$ cat src/rtl/pipeline_hazard_ctrl.sv
// Hazard and sequencing controller for the 5-stage RV32 pipeline: load-use bubble,
// MEM-stage redirect squash, data-memory freeze, saturating counters and a sticky timeout flag.
module pipeline_hazard_ctrl #(
  parameter int unsigned CNT_W        = 16,
  parameter int unsigned WAIT_TIMEOUT = 64
) (
  input  logic             clk,
  input  logic             rst_n,
  input  logic [4:0]       id_rs1,
  input  logic [4:0]       id_rs2,
  input  logic             id_uses_rs1,
  input  logic             id_uses_rs2,
  input  logic [4:0]       ex_rd,
  input  logic             ex_mem_read,
  input  logic             mem_redirect,
  input  logic             dmem_req,
  input  logic             dmem_ready,
  output logic             pc_enable,
  output logic             if_id_enable,
  output logic             id_ex_enable,
  output logic             ex_mem_enable,
  output logic             mem_wb_enable,
  output logic             if_id_flush,
  output logic             id_ex_flush,
  output logic             ex_mem_flush,
  output logic             mem_wb_flush,
  output logic [CNT_W-1:0] stall_cycles,
  output logic [CNT_W-1:0] flush_events,
  output logic [CNT_W-1:0] wait_cycles,
  output logic             mem_timeout
);

  localparam int unsigned WT_W = $clog2(WAIT_TIMEOUT + 1);

  typedef enum logic {RUN, WAIT} state_e;

  state_e           state_q, state_d;
  logic [WT_W-1:0]  wait_cnt_q, wait_cnt_d;
  logic [WT_W-1:0]  wait_base;
  logic             timeout_q, timeout_d;
  logic [CNT_W-1:0] stall_q, stall_d;
  logic [CNT_W-1:0] flush_q, flush_d;
  logic [CNT_W-1:0] waitc_q, waitc_d;

  logic freeze, lu, redirect_act, lu_act;

  function automatic logic [CNT_W-1:0] sat_inc(input logic [CNT_W-1:0] v, input logic en);
    if (en && (v != '1)) return v + CNT_W'(1);
    return v;
  endfunction

  always_comb begin
    freeze       = dmem_req & ~dmem_ready;
    lu           = ex_mem_read && (ex_rd != 5'd0) &&
                   ((id_uses_rs1 && (id_rs1 == ex_rd)) || (id_uses_rs2 && (id_rs2 == ex_rd)));
    redirect_act = ~freeze & mem_redirect;
    lu_act       = ~freeze & ~mem_redirect & lu;
  end

  // Outputs are forced to the normal pattern while reset is held.
  always_comb begin
    pc_enable     = 1'b1;
    if_id_enable  = 1'b1;
    id_ex_enable  = 1'b1;
    ex_mem_enable = 1'b1;
    mem_wb_enable = 1'b1;
    if_id_flush   = 1'b0;
    id_ex_flush   = 1'b0;
    ex_mem_flush  = 1'b0;
    mem_wb_flush  = 1'b0;
    if (rst_n) begin
      if (freeze) begin
        pc_enable     = 1'b0;
        if_id_enable  = 1'b0;
        id_ex_enable  = 1'b0;
        ex_mem_enable = 1'b0;
        mem_wb_enable = 1'b0;
        mem_wb_flush  = 1'b1;
      end else if (redirect_act) begin
        if_id_flush  = 1'b1;
        id_ex_flush  = 1'b1;
        ex_mem_flush = 1'b1;
      end else if (lu_act) begin
        pc_enable    = 1'b0;
        if_id_enable = 1'b0;
        id_ex_flush  = 1'b1;
      end
    end
  end

  // A freeze seen in RUN starts a new consecutive run; in WAIT it extends the current one.
  always_comb begin
    state_d    = freeze ? WAIT : RUN;
    wait_base  = (state_q == WAIT) ? wait_cnt_q : '0;
    wait_cnt_d = '0;
    if (freeze) begin
      wait_cnt_d = (wait_base == WT_W'(WAIT_TIMEOUT)) ? wait_base : wait_base + WT_W'(1);
    end
    timeout_d = timeout_q | (freeze & (wait_cnt_d == WT_W'(WAIT_TIMEOUT)));
    stall_d   = sat_inc(stall_q, lu_act);
    flush_d   = sat_inc(flush_q, redirect_act);
    waitc_d   = sat_inc(waitc_q, freeze);
  end

  always_ff @(posedge clk) begin
    if (!rst_n) begin
      state_q    <= RUN;
      wait_cnt_q <= '0;
      timeout_q  <= 1'b0;
      stall_q    <= '0;
      flush_q    <= '0;
      waitc_q    <= '0;
    end else begin
      state_q    <= state_d;
      wait_cnt_q <= wait_cnt_d;
      timeout_q  <= timeout_d;
      stall_q    <= stall_d;
      flush_q    <= flush_d;
      waitc_q    <= waitc_d;
    end
  end

  assign stall_cycles = stall_q;
  assign flush_events = flush_q;
  assign wait_cycles  = waitc_q;
  assign mem_timeout  = timeout_q;

endmodule

$ cat config.mk
export PLATFORM = sky130hd
export DESIGN_NAME = pipeline_hazard_ctrl
export DESIGN_NICKNAME = d
export VERILOG_FILES = /design/src/rtl/pipeline_hazard_ctrl.sv
export SDC_FILE = /design/constraint.sdc
export NUM_CORES = 1
export LEC_CHECK = 0
export ABC_AREA = 1
export BUFFER_PORTS_ARGS = -buffer_cell sky130_fd_sc_hd__buf_2
export CORE_UTILIZATION = 45
export DETAILED_ROUTE_END_ITERATION = 10
export GPL_ROUTABILITY_DRIVEN = 0
export PLACE_DENSITY = 0.73
export REMOVE_ABC_BUFFERS = 1
export SLEW_MARGIN = 25
export SYNTH_ARGS = -nofsm -noshare
export SYNTH_HDL_FRONTEND = slang
export SYNTH_SLANG_ARGS = --single-unit
$ cat constraint.sdc
create_clock -name clk -period 4.5 [get_ports clk]
set_input_delay 0.9 -clock clk [delete_from_list [all_inputs] [get_ports clk]]
set_output_delay 0.9 -clock clk [all_outputs]
set_load 0.02 [all_outputs]
Yosys cells after proc, flatten, opt, wreduce, memory -nomap -nowiden

Cells that the tools add are included.

Add/subtract/negate cells: 4
Equality and inequality tests: 7
Muxes and demuxes: 24
Bitwise gates (word level): 9
Reductions and logical operators: 9

Operators by type and width:

| cell                  | count |
|---|---|
| $add 16x1->16 const B | 3 |
| $mux 16               | 3 |
| $ne 16x16->1 const B  | 3 |
| $mux 7                | 3 |
| $mux 1                | 18 |
| $eq 7x7->1 const B    | 2 |
| $eq 5x5->1            | 2 |
| $add 7x1->7 const B   | 1 |
| $logic_and 1x1->1     | 7 |
| $and 1x1->1           | 5 |
| $reduce_bool 5->1     | 1 |
| $not 1->1             | 3 |
| $logic_or 1x1->1      | 1 |
| $or 1x1->1            | 1 |

Bits in registers: 57
Output and inout bits: 58
Word-level logic and storage cells: 59

Depth between registers and ports, before layout

Word-level depth: 9
Mapped depth: 13

Worst setup path before layout

No wires, ideal clock.

Path kind: input to output
Start point: in dmem_req
End point: out pc_enable
Arrival time: 2.141 ns
Slack: 1.459 ns
Stages: 7
Cell sequence: inv_1 > nor2_4 > inv_2 > nand4_1 > a21oi_1 > o21ai_0 > buf_4

Longest elaborated chain between the ends: 8
Elaborated cells on any way between the ends: 9
Those cells by class: mux (4); bitwise (5)

Ends and longest elaborated chain:

| element                   | RTL line | RTL |
|---|---|---|
| start: declaration        | 16       | `input logic dmem_req,` |
| $and 1x1->1 (*)           | 53       | `freeze = dmem_req & ~dmem_ready;` |
| $not 1->1                 | 56, 57   |  |
| $and 1x1->1 (2 in series) | 57       | `lu_act = ~freeze & ~mem_redirect & lu;` |
| $mux 1 (2 in series)      | -        |  |
| $mux 1 (*) (2 in series)  | -        |  |
| end: declaration          | 18       | `output logic pc_enable,` |

Every way passes the cells marked *; elsewhere a longest branch is shown, timed or not.

Worst setup path after layout

Start point: in rst_n
End point: out if_id_flush

Longest elaborated chain between the ends: 1

Ends and longest elaborated chain:

| element            | RTL line | RTL |
|---|---|---|
| start: declaration | 8        | `input logic rst_n,` |
| $mux 1             | 71       | `if (rst_n) begin` |
| end: declaration   | 23       | `output logic if_id_flush,` |

No other way between the ends.

==> flow_summary_export.csv <==
group,metric,value,unit
clocking,max-clock-path-buffers,2,
sta,post-route-min-period,3.018,ns
sta,finalSetupViolations,0,
routing,vias,3864,
hold_path,min_path_type,"reg2reg",
floorplanning,die_y,91.38,µm
worst_setup_path,arrival,2.12,ns
sta,worst_slack,1.482,ns
clocking,cts-resized-gates,0,
clocking,clkTransAtPathRegs,0.07,ns
power_and_ir_drop,ir_worst_vdd,0.0001929,V
clocking,clockRootBuffer,"clkbuf_8",
finish,fin_cells,746,
worst_setup_path,max_stage_delay,0.32,ns
floorplanning,die-area,8349,µm²
sta,worst_pin_slew,0.4262,ns
routing,avgRoutedWirePerCell,11.86,µm
worst_setup_path,rrSetupSlack,2.43,ns
logic_synthesis,synth.distinct_cells,33,
clocking,postCtsHoldBufs,0,
worst_setup_path,path_class,"in2out",
routing,routed_via_density,5.180,
finish,multi_input_area,2088,µm²
logic_synthesis,ys_seq_elements,57,
worst_setup_path,cp_slowest_cell,"buf_4",
floorplanning,start_util,46.52,%
worst_setup_path,r2r_start,"flush_events[0]$_SDFFE_PN0P_",
floorplanning,die_w,91.38,µm
finish,num_antenna_cells,0,
floorplanning,boundaryPins,81,
hold_path,min_to,"mem_timeout$_SDFF_PN0_",
sta,drv_slew,0,
clocking,clock_latency,0.33,ns
placement,dp_slack,1.480,ns
worst_setup_path,critPathMaxFanout,38,
power_and_ir_drop,leakagePower,1.879,nW
sta,fin_worst_skew,0.003928,ns
sta,hold_ws,0.4739,ns
placement,hpwlAfterDp,6403,µm
routing,first_iter_violations,228,
sta,finalCritPeriodShare,67.07,%
logic_synthesis,synth_cells,565,
global_routing,grt_overflow_total,0,
logic_synthesis,avgSynthCellArea,6.362,µm²
global_routing,grt_antenna_before_repair,0,
finish,n_fill_cell,799,
finish,area_delta_synth_final,17.72,%
global_routing,grt_pass1_wl,15010,µm
logic_synthesis,ys_seq_area_share,31.74,%
routing,detail-route-antenna-nets,0,
worst_setup_path,start_kind,"input pin",
worst_setup_path,cpMostUsedCell,"buf_2",
logic_synthesis,syn_area,3595,µm²
sta,hold_violations,0,
worst_setup_path,endpoint_kind,"primary output",
worst_setup_path,crit_path_cell_trace,"buf_2 > clkinv_1 > buf_4 > nor2_1 > buf_2",
hold_path,hold_depth,2,
clocking,cts_tree,"yes",
placement,dp_cells,730,
clocking,cts_buffers,9,
clocking,cts_sinks,57,
routing,finalWirelength,8847,µm
global_routing,grt_pass1_vias,3431,
outcome,status,"complete, no violations",
clocking,h-tree-depth,3,
floorplanning,core.rowCount,32,
routing,detail_route.first_pass.iterations,5,
sta,relSlewSlack,71.36,%
global_routing,grt_start_max_net_pins,39,
sta,fin_setup_tns,0,ns
worst_setup_path,rr_worst_depth,9,
sta,fmax,331.3,MHz
finish,final_nets,667,
clocking,postCtsSetupBuffers,0,
worst_setup_path,required,3.60,ns
finish,layout-drive-gt1-share,17.86,%
finish,layout_common_cells,"nand2_1, buf_2, nor2_1, inv_1, dfxtp_1",
placement,io_buffer_count,80,
global_routing,grt_usage,21.91,%
finish,final_common_cell,"nand2_1",
routing,drc,0,
finish,ff_latch_area,1141,µm²
power_and_ir_drop,powerDensity,263.1,nW/µm²
floorplanning,core_area,7727,µm²
hold_path,holdCritStartpoint,"mem_timeout$_SDFF_PN0_",
worst_setup_path,reg2reg_to,"flush_events[6]$_SDFFE_PN0P_",
run,maxCapViolations,0,
sta,rsz0062_at_grt,"no",
logic_synthesis,yosysWarnings,0,
## worst max-delay path: cells and delay by family
kind	cells	cell delay, ns
buffers and inverters	4	1.04
AND/OR/NAND/NOR	1	0.16
## cells by family after synthesis
logic type / after synthesis / synth area share (%)
xor+xnor: 24 / 5.848
fa+ha+maj: 5 / 1.740
buf+inv: 86 / 10.16
simple gates: 340 / 42.88
flops: 57 / 31.74
compound gates: 53 / 7.623
## cells in the mapped netlist
cell        n  share of area [%]
buf_6       2               0.63
xor2_1     13                3.2
o21ai_0    15                2.1
nor2_2      4               0.70
buf_4       6                1.3
o21bai_1    1               0.21
inv_2       3               0.31
clkinv_1    1               0.10
nand3_1    39                5.4
nor3b_1     2               0.42
buf_2       4               0.56
a21oi_1    33                4.6
nor2_4      2               0.63
and3_1      3               0.52
xnor2_1    11                2.7
nand2_1   161                 17
ha_1        5                1.7
nand4_4     1               0.59
nand2_2     3               0.52
nand3_4     1               0.49
o21ai_1     2               0.28
a211oi_1    1               0.21
nor3_4      1               0.45
clkbuf_1    6               0.63
nor4_1      1               0.17
a21oi_2     1               0.24
nor3_2      3               0.84
nor3_1     20                2.8
nor2_1     69                7.2
nand4_1    29                5.0
inv_1      64                6.7
nand3_2     1               0.28
dfxtp_1    57                 32
## area by class of cell
cell class | instances | area share, %
timing repair buffer | 81 | 9.639
sequential | 57 | 26.97
clock buffer | 11 | 3.105
inverter | 68 | 6.032
tap | 102 | 3.016
multi-input combinational | 422 | 49.35
clock inverter | 5 | 1.892
## power breakdown
part / switching, mW / internal [mW] / total (mW)
Sequential: 0.00561 / 0.509 / 0.514
Clock: 0.206 / 0.311 / 0.517
Combinational: 0.0572 / 0.0250 / 0.0823
Total: 0.268 / 0.845 / 1.11
## how the worst max path moves through the flow
stage / start / endpoint / slack [ns]
floorplan: rst_n / ex_mem_enable / 1.13
global placement: rst_n / if_id_flush / 1.52
detailed placement: rst_n / if_id_flush / 1.48
CTS: rst_n / if_id_flush / 1.47
global route: rst_n / if_id_flush / 1.35
finish: rst_n / if_id_flush / 1.48
## flip-flops by register name (all words and copies together) (netlist names)
name,count
state_q,1
flush_events,16
wait_cnt_q,7
stall_cycles,16
wait_cycles,16
mem_timeout,1
## per-layer routing
metal / vias to the layer above / track usage, % / wire length [µm]
li1: 1969 / - / -
met1: 1778 / 27.23 / 4110
met2: 101 / 36.68 / 4141
met3: 16 / 4.104 / 415
met4: 0 / 9.921 / 180
met5: - / 0 / 0
## per-stage QoR
| step | util, % | cell area (µm²) | total power, mW |
|---|---|---|---|
| 3_5_place_dp | 52.02 | 4020 | 0.6080 |
| 3_3_place_gp | 52.02 | 4020 | 0.6064 |
| 5_1_grt | 54.76 | 4232 | 1.162 |
| 2_1_floorplan | - | 3485 | 0.5740 |
| 4_1_cts | 54.76 | 4232 | 1.127 |
| 6_report | 54.76 | 4232 | 1.113 |
(Power assumes the default switching activity.)
